$ cat src/rtl/fifo_arb_pkg.sv
// Shared definitions for the FIFO write-port arbiter.
//   arb_state_t : arbiter FSM encoding (ARB_IDLE / ARB_BURST)
//   clog2       : pointer width helper, never returns less than 1
package fifo_arb_pkg;

    typedef enum logic {
        ARB_IDLE  = 1'b0,
        ARB_BURST = 1'b1
    } arb_state_t;

    function automatic int clog2(input int n);
        int r;
        r = 1;
        while ((1 << r) < n) r++;
        return r;
    endfunction

endpackage

$ cat src/rtl/fifo_write_arbiter_rr_pick.sv
// Combinational round-robin picker.
//   req  : request vector
//   ptr  : highest-priority index; the scan runs upward from here with wrap
//   pick : one-hot winner, zero when nothing is requested
//   any  : at least one request is set
module rr_pick #(
    parameter int NUM_REQ = 4,
    parameter int PTR_W   = 2
) (
    input  logic [NUM_REQ-1:0] req,
    input  logic [PTR_W-1:0]   ptr,
    output logic [NUM_REQ-1:0] pick,
    output logic               any
);

    always_comb begin
        int  idx;
        logic found;
        pick  = '0;
        idx   = 0;
        found = 1'b0;
        for (int k = 0; k < NUM_REQ; k++) begin
            idx = int'(ptr) + k;
            if (idx >= NUM_REQ) idx = idx - NUM_REQ;
            if (!found && req[idx]) begin
                pick[idx] = 1'b1;
                found     = 1'b1;
            end
        end
        any = |req;
    end

endmodule

$ cat src/rtl/fifo_write_arbiter.sv
// Shares the single write port of the team fifo among NUM_REQ framed
// producers. Owners are chosen round-robin and keep the port until the
// last beat of their burst. Occupancy is tracked from the push/pop strobes
// and writes are throttled at DEPTH-1 words, because the fifo overruns
// silently beyond that.
//   req_data/req_valid/req_last : producer streams, lane i at [i*DATA_WIDTH +: DATA_WIDTH]
//   req_ack                     : lane word written this cycle
//   fifo_in/fifo_in_latch       : to fifo write side
//   fifo_out_latch/out_valid    : copies of the fifo read side, for occupancy
//   grant/busy/level            : current owner, burst active, words stored
module fifo_write_arbiter
    import fifo_arb_pkg::*;
#(
    parameter int DATA_WIDTH = 8,
    parameter int NUM_REQ    = 4,
    parameter int DEPTH_LOG2 = 4
) (
    input  logic                          clk,
    input  logic                          reset,
    input  logic [NUM_REQ*DATA_WIDTH-1:0] req_data,
    input  logic [NUM_REQ-1:0]            req_valid,
    input  logic [NUM_REQ-1:0]            req_last,
    output logic [NUM_REQ-1:0]            req_ack,
    output logic [DATA_WIDTH-1:0]         fifo_in,
    output logic                          fifo_in_latch,
    input  logic                          fifo_out_latch,
    input  logic                          fifo_out_valid,
    output logic [NUM_REQ-1:0]            grant,
    output logic                          busy,
    output logic [DEPTH_LOG2-1:0]         level
);

    localparam int PTR_W = clog2(NUM_REQ);
    localparam logic [DEPTH_LOG2-1:0] LEVEL_MAX = '1;  // DEPTH-1

    arb_state_t                         state;
    logic [PTR_W-1:0]                   owner;
    logic [PTR_W-1:0]                   rr_ptr;
    logic [NUM_REQ-1:0]                 pick;
    logic                               any;
    logic [PTR_W-1:0]                   pick_idx;
    logic [NUM_REQ-1:0][DATA_WIDTH-1:0] data_v;
    logic                               space;
    logic                               push;
    logic                               pop;

    rr_pick #(.NUM_REQ(NUM_REQ), .PTR_W(PTR_W)) u_pick (
        .req  (req_valid),
        .ptr  (rr_ptr),
        .pick (pick),
        .any  (any)
    );

    always_comb begin
        pick_idx = '0;
        for (int i = 0; i < NUM_REQ; i++)
            if (pick[i]) pick_idx = PTR_W'(i);
    end

    assign data_v = req_data;
    // owner resets to 0, so fifo_in shows lane 0 while idle after reset.
    assign fifo_in = data_v[owner];

    // Registered level only: a pop in this cycle frees space next cycle.
    assign space         = level < LEVEL_MAX;
    assign req_ack       = (state == ARB_BURST && req_valid[owner] && space) ? grant : '0;
    assign fifo_in_latch = |req_ack;
    assign busy          = (state == ARB_BURST);

    assign push = fifo_in_latch;
    assign pop  = fifo_out_latch && fifo_out_valid;

    always_ff @(posedge clk) begin
        if (reset) begin
            state  <= ARB_IDLE;
            grant  <= '0;
            owner  <= '0;
            rr_ptr <= '0;
        end else begin
            case (state)
                ARB_IDLE: begin
                    if (any) begin
                        grant <= pick;
                        owner <= pick_idx;
                        state <= ARB_BURST;
                    end
                end
                ARB_BURST: begin
                    if (fifo_in_latch && req_last[owner]) begin
                        grant  <= '0;
                        state  <= ARB_IDLE;
                        rr_ptr <= (owner == PTR_W'(NUM_REQ-1)) ? '0 : owner + PTR_W'(1);
                    end
                end
                default: state <= ARB_IDLE;
            endcase
        end
    end

    always_ff @(posedge clk) begin
        if (reset) begin
            level <= '0;
        end else begin
            case ({push, pop})
                2'b10:   level <= level + DEPTH_LOG2'(1);
                2'b01:   if (level != '0) level <= level - DEPTH_LOG2'(1);
                default: level <= level;
            endcase
        end
    end

    // A pop from an empty fifo means fifo_out_valid is wrong upstream.
    pop_underflow: assert property (@(posedge clk) disable iff (reset) !(pop && level == '0));

endmodule

$ cat config.mk
export PLATFORM = sky130hd
export DESIGN_NAME = fifo_write_arbiter
export DESIGN_NICKNAME = d
export VERILOG_FILES = /design/src/rtl/fifo_arb_pkg.sv /design/src/rtl/fifo_write_arbiter_rr_pick.sv /design/src/rtl/fifo_write_arbiter.sv
export SDC_FILE = /design/constraint.sdc
export NUM_CORES = 1
export LEC_CHECK = 0
export ABC_AREA = 1
export CORE_MARGIN = 1
export CORE_UTILIZATION = 41
export CTS_CLUSTER_DIAMETER = 150
export DETAILED_ROUTE_END_ITERATION = 10
export GPL_ROUTABILITY_DRIVEN = 0
export PLACE_DENSITY = 0.77
export SETUP_SLACK_MARGIN = 0.15
export SYNTH_ARGS = -nofsm -noshare
export SYNTH_HDL_FRONTEND = slang
export SYNTH_SLANG_ARGS = --single-unit
export TNS_END_PERCENT = 1
$ cat constraint.sdc
create_clock -name clk -period 2.3 [get_ports clk]
set_input_delay 0.345 -clock clk [delete_from_list [all_inputs] [get_ports clk]]
set_output_delay 0.345 -clock clk [all_outputs]
set_load 0.05 [all_outputs]
==> metrics.md, run 1 <==
| Metric | Value |
|---|---|
| Status | finished clean |
| Fraction of layout cells with a size suffix above 1 | 0.211 |
| CP peak stage delay | 0.49 ns |
| Clock root cell | clkbuf_4 |
| Vias/cell | 5.10 |
| Synthesized area | 0.00141 mm^2 |
| Pin count of the biggest net entering global routing | 20 |
| Num CTS Buffers | 3 |
| Max-Cap Viols | 0 |
| Via count | 1768 |
| H-tree lvl count | 1 |
| Worst-Skew Late Latency | 0.29 ns |
| Setup_tns | 0 ns |
| Most frequent cells in the layout | 52 x nand2_1, 52 x clkdlybuf4s50_1, 31 x nor2_1, 23 x nand3_1, 20 x inv_1 |
| Worst-path fanout max | 4 |
| Seq cells post-synth | 13 |
| Vias in the first global route | 1658 |
| Main area contributors after synthesis | dfxtp_1 19%, nand2_1 14%, nor2_1 8.5% |
| Layout area overhead | 68.8% |
| Endpoints failing setup | 0 |
| # IOs | 66 |
| Tcrit/Tclk final | 0.902 |
| Ys Warns | 0 |
| Crit. End Element | flop |
| Synthesized area per cell | 6.17 um^2 |
| WL per Instance | 11.7 um |
| P per Cell Area | 587 mW/mm^2 |
| Wire length of the first global-routing pass | 6.91 mm |
| CP Data Required Time | 2.48 ns |
| Core Area | 0.00315 mm^2 |
| Placed Area | 0.00233 mm^2 |
| Total nets after synthesis | 282 |
| Critical Path Most Common Cell | nand2_1 |
| Rel. slew slack | 0.650 |
| Yosys top cell by area | dfxtp_1 |
| Total GRT Usage | 0.247 |
| Final ANT Viol Nets | 0 |
| Peak VDD IR | 0.000392 V |
| Arr. time, crit path | 2.26 ns |
| Worst clock skew | 0.00860 ns |
| RSZ-0062 raised after global routing | yes |
| CTS clk-pin slew, worst paths | 0.09 ns |
| Final instance area | 0.00237 mm^2 |
| Synth Instances | 228 |
| Antenna violations before repair | 0 |
| Power, Total | 1.39 mW |
| Initial Util | 0.446 |
| Worst hold path class | flop to flop |
| Hold Fails Final Rpt | 0 |
| CP Class | primary input to flop |
| Final Critical Period | 2.07 ns |
| Grt total ovfl | 0 |
| Die Ht | 60.6 um |
| DRC | 0 |
| DRT Pass-1 Iters | 4 |
| Slew @ Worst Pin | 0.523 ns |
| Worst setup margin | 0.226 ns |
| Pleak | 1.02 nW |
| I/O Buffers | 65 |
| TritonCTS Sinks | 13 |
| FMAX | 482 MHz |
| CTS Hold Buffers Added | 0 |
| Placement Rows | 20 |
| Seq/Total Area, Yosys | 0.185 |
| Detailed placer's ending HPWL | 3.33 mm |
| Die W | 60.6 um |
| Share of the synthesized area in the top cell type | 0.185 |
| CP top delay family | simple AND/OR/NAND/NOR gates |
| CTS tree | built |
| Synth cell types | 26 |
| Cell Chain, Critical Path | clkdlybuf4s50_1, inv_1, nand2_1, nand3_1, nand2_2, o211ai_2, nand2_4, nor2_4, ha_1, nand2_1, nor2_1, a211oi_2, nand3b_1, nand3_1, nand2_1, nor2_1 |
| Critical path's slowest cell | clkdlybuf4s50_1 |
| Routed WL | 4.08 mm |
| N_diodes | 0 |
| Slew Viols, Final | 0 |
| 1st-iter DRT viols | 124 |
| Final nets | 358 |
| Die area | 0.00367 mm^2 |
| Clock buffer depth | 2 |
| Final Core Density | 0.753 |
| Crit start category | primary input |
| Post-place setup slack | -0.167 ns |
| Crit path buffers/inverters | 2 |
==> routing by layer <==
| metal | vias to the layer above | routed length (um) | GRT usage |
|---|---|---|---|
| met1 | 788 | 1700 | 0.299 |
| met5 | - | 0 | 0 |
| met3 | 4 | 299 | 0.0469 |
| li1 | 900 | - | - |
| met2 | 76 | 2020 | 0.440 |
| met4 | 0 | 51 | 0.0779 |
==> synthesized netlist by cell type <==
cell type / instances
nand3_4: 2
buf_6: 1
a22oi_1: 1
a21oi_1: 11
o21ai_0: 18
dfxtp_1: 13
nor2_1: 32
nand3_1: 23
nand4_1: 2
nor4_1: 1
nand2_2: 7
inv_1: 20
o22ai_1: 8
nor2_2: 5
fa_1: 1
inv_2: 3
nand2_4: 3
nand2_1: 52
ha_1: 9
nand3b_1: 3
nor2_4: 3
buf_1: 1
xor2_1: 1
o211ai_2: 2
a211oi_1: 1
clkbuf_1: 5
==> state kept, by name, summed over array words and instances (netlist names) <==
| name | flops |
|---|---|
| owner | 2 |
| grant | 4 |
| rr_ptr | 2 |
| level | 4 |
| busy | 1 |
==> logic make-up after synthesis <==
| group | synth area share |
|---|---|
| XOR/XNOR | 0.00623 |
| adder cells (fa/ha/maj) | 0.0943 |
| AO/OA/AOI/OAI | 0.167 |
| buffers and inverters | 0.0854 |
| AND/OR/NAND/NOR | 0.462 |
| flip-flops | 0.185 |
==> worst register-to-register path: cells and delay by family, from the launching register on <==
| family | cells | cell delay, ns |
|---|---|---|
| xor gates and xnor gates | 1 | 0.17 |
| DFF | 1 | 0.39 |
| buffers and inverters | 2 | 0.18 |
| AOI/OAI and AO/OA | 1 | 0.09 |
| adders and majority gates | 1 | 0.37 |
| and+or+nand+nor | 8 | 0.67 |
==> metrics by stage <==
stage	std cells	hold slack, ns
3_3_place_gp	343	0.484
4_1_cts	347	0.507
6_report	347	0.508
2_1_floorplan	228	0.557
3_5_place_dp	343	0.492
5_1_grt	347	0.530
==> area by class of cell <==
class | count | area [um^2]
clock buffers | 4 | 26.3
fillers | 260 | 779
inverters | 23 | 86.3
multi-input cells | 185 | 1050
flip-flops and latches | 13 | 282
well taps | 44 | 55.1
repair buffers | 78 | 878
==> power by group <==
| part | switching, mW | internal [mW] |
|---|---|---|
| combinational | 0.534 | 0.401 |
| sequential | 0.0411 | 0.262 |
| clock | 0.0864 | 0.0674 |
| total | 0.661 | 0.731 |
==> path summary, 6_finish.rpt <==
path,start,to,slack (ns),cells past startpoint
min,busy$_SDFF_PP0_,busy$_SDFF_PP0_,0.51,2
max,req_valid[3],level[3]$_SDFFE_PP0P_,0.23,16
max reg2reg,level[2]$_SDFFE_PP0P_,level[2]$_SDFFE_PP0P_,0.34,13
min reg2reg,busy$_SDFF_PP0_,busy$_SDFF_PP0_,0.51,2
==> repair_timing <==
item / CTS / global route
endpoints found under the setup margin: 1 / 7
resized for setup: 1 / 2
cloned: 0 / 0
buffers inserted: 0 / 0
endpoints found under the hold margin: 0 / 0
(Power assumes the default switching activity.)
==> run 2, diff against run 1 <==
--- a/config.mk
+++ b/config.mk
@@ -6,11 +6,13 @@
 export NUM_CORES = 1
 export LEC_CHECK = 0
 export ABC_AREA = 1
+export CORE_ASPECT_RATIO = 0.6
 export CORE_MARGIN = 1
 export CORE_UTILIZATION = 41
 export CTS_CLUSTER_DIAMETER = 150
 export DETAILED_ROUTE_END_ITERATION = 10
 export GPL_ROUTABILITY_DRIVEN = 0
+export MAX_ROUTING_LAYER = met4
 export PLACE_DENSITY = 0.77
 export SETUP_SLACK_MARGIN = 0.15
 export SYNTH_ARGS = -nofsm -noshare
==> metrics.md, run 2 (same netlist as run 1, synthesis figures left out) <==
| Metric | Value |
|---|---|
| Tcrit/Tclk final | 0.906 |
| Final nets | 358 |
| N_diodes | 0 |
| Clock buffer depth | 2 |
| Power, Total | 1.46 mW |
| Peak VDD IR | 0.000363 V |
| Detailed placer's ending HPWL | 3.40 mm |
| Crit. End Element | flop |
| Worst-Skew Late Latency | 0.24 ns |
| Final Critical Period | 2.08 ns |
| Placement Rows | 16 |
| Max-Cap Viols | 0 |
| Largest registers | grant (4), level (4) |
| Worst setup margin | 0.217 ns |
| RSZ-0062 raised after global routing | yes |
| Arr. time, crit path | 2.22 ns |
| Vias in the first global route | 1530 |
| Via count | 1769 |
| Violated checks | DRC |
| Clock root cell | clkbuf_8 |
| CTS Hold Buffers Added | 0 |
| Worst clock skew | 0.00633 ns |
| Crit start category | flop |
| Antenna violations before repair | 0 |
| Post-place setup slack | -0.212 ns |
| # IOs | 66 |
| P per Cell Area | 601 mW/mm^2 |
| WL per Instance | 11.7 um |
| Hold_ws | 0.527 ns |
| Fraction of layout cells with a size suffix above 1 | 0.221 |
| Hold Fails Final Rpt | 0 |
| Die W | 77.6 um |
| Endpoints failing setup | 0 |
| Most common cell after layout, fill and taps aside | nand2_1 |
| I/O Buffers | 65 |
| Die area | 0.00368 mm^2 |
| Initial Util | 0.431 |
| Slew Viols, Final | 0 |
| Startpoint of the worst hold path | busy$_SDFF_PP0_ |
| Worst-path fanout max | 10 |
| Rel. slew slack | 0.661 |
| DRC | 1 |
| Num CTS Buffers | 3 |
| Pin count of the biggest net entering global routing | 19 |
| CP Class | flop to flop |
| CTS tree | built |
| Layout area overhead | 72.6% |
| Core Area | 0.00326 mm^2 |
| Worst setup path start | owner[0]$_SDFFE_PP0P_ |
| CTS clk-pin slew, worst paths | 0.06 ns |
| CP Data Required Time | 2.44 ns |
| Vias/cell | 5.08 |
| R2R Path Start | owner[0]$_SDFFE_PP0P_ |
| FMAX | 480 MHz |
| Slew @ Worst Pin | 0.508 ns |
| Internal reg-to-reg setup slack | 0.22 ns |
| Pleak | 1.07 nW |
| Die Ht | 47.4 um |
| Total GRT Usage | 0.240 |
| 1st-iter DRT viols | 148 |
| DRT Pass-1 Iters | 7 |
| Wire length of the first global-routing pass | 6.69 mm |
| Grt total ovfl | 0 |
| Status | complete, but fails checks |
| Worst hold path class | flop to flop |
| Most frequent cells in the layout | 52 x nand2_1, 48 x clkdlybuf4s50_1, 31 x nor2_1, 22 x nand3_1, 20 x inv_1 |
| TritonCTS Sinks | 13 |
| Final ANT Viol Nets | 0 |
| Routed WL | 4.06 mm |
| Final Core Density | 0.744 |
| H-tree lvl count | 1 |
-- run 2: cell count changes in the layout (fill, tap and decap cells not counted) --
cell and delta:
clkbuf_4 -3, buf_6 +1, buf_4 -1, nand3_1 -1, fa_2 +1, clkdlybuf4s50_1 -4
fa_1 -1, ha_4 +1, nand3_2 +1, ha_1 -1, dlymetal6s2s_1 +4, clkbuf_8 +3
-- run 2: stage by stage --
| step | instance area (um^2) | setup TNS, ns | instances |
|---|---|---|---|
| 2_1_floorplan | 1430 | 0 | 228 |
| 3_3_place_gp | 2330 | -0.0758 | 344 |
| 3_5_place_dp | 2330 | -0.304 | 344 |
| 4_1_cts | 2390 | 0 | 348 |
| 5_1_grt | 2430 | 0 | 348 |
| 6_report | 2430 | 0 | 348 |
-- run 2: critical path: stages, from the launching register on --
cell	delay [ns]
dfxtp_2	0.37
inv_2	0.08
nand2_1	0.05
nand3_1	0.09
nand2_2	0.08
o211ai_2	0.09
nand2_4	0.08
nor2_4	0.20
ha_4	0.24
nand2_1	0.06
nor2_1	0.04
a211oi_2	0.22
nand3b_1	0.15
nand3_1	0.09
nand2_1	0.07
nor2_1	0.04
-- run 2: final cells by class --
cell class / instances / area (um^2)
Clock buffer: 4 / 45.0
Timing Repair Buffer: 78 / 892
Tap cell: 45 / 56.3
Multi-Input combinational cell: 185 / 1070
Fill cell: 266 / 836
Sequential cell: 13 / 282
Inverter: 23 / 86.3
-- run 2: final timing paths --
kind,end,cells past startpoint
worst max-delay path,level[3]$_SDFFE_PP0P_,15
worst min-delay path,busy$_SDFF_PP0_,2
worst max register to register,level[3]$_SDFFE_PP0P_,15
worst min register to register,busy$_SDFF_PP0_,2
-- run 2: what timing repair did --
| action | CTS | global route |
|---|---|---|
| cloned | 0 | 0 |
| endpoints found under the setup margin | 1 | 12 |
| buffers inserted | 0 | 0 |
| gates resized for setup | 2 | 9 |
| pin swaps | 0 | 7 |
-- run 2: where the power goes --
part	leakage [nW]	internal, mW	switching [mW]	total (mW)
sequential	0.111	0.263	0.0475	0.311
combinational	0.933	0.408	0.537	0.945
clock	0.0228	0.122	0.0821	0.204
-- run 2: routing by layer --
metal / track usage / wire [um]
met5: - / 0
met4: 0.0226 / 0
met3: 0.0641 / 398
met2: 0.375 / 1710
met1: 0.321 / 1950
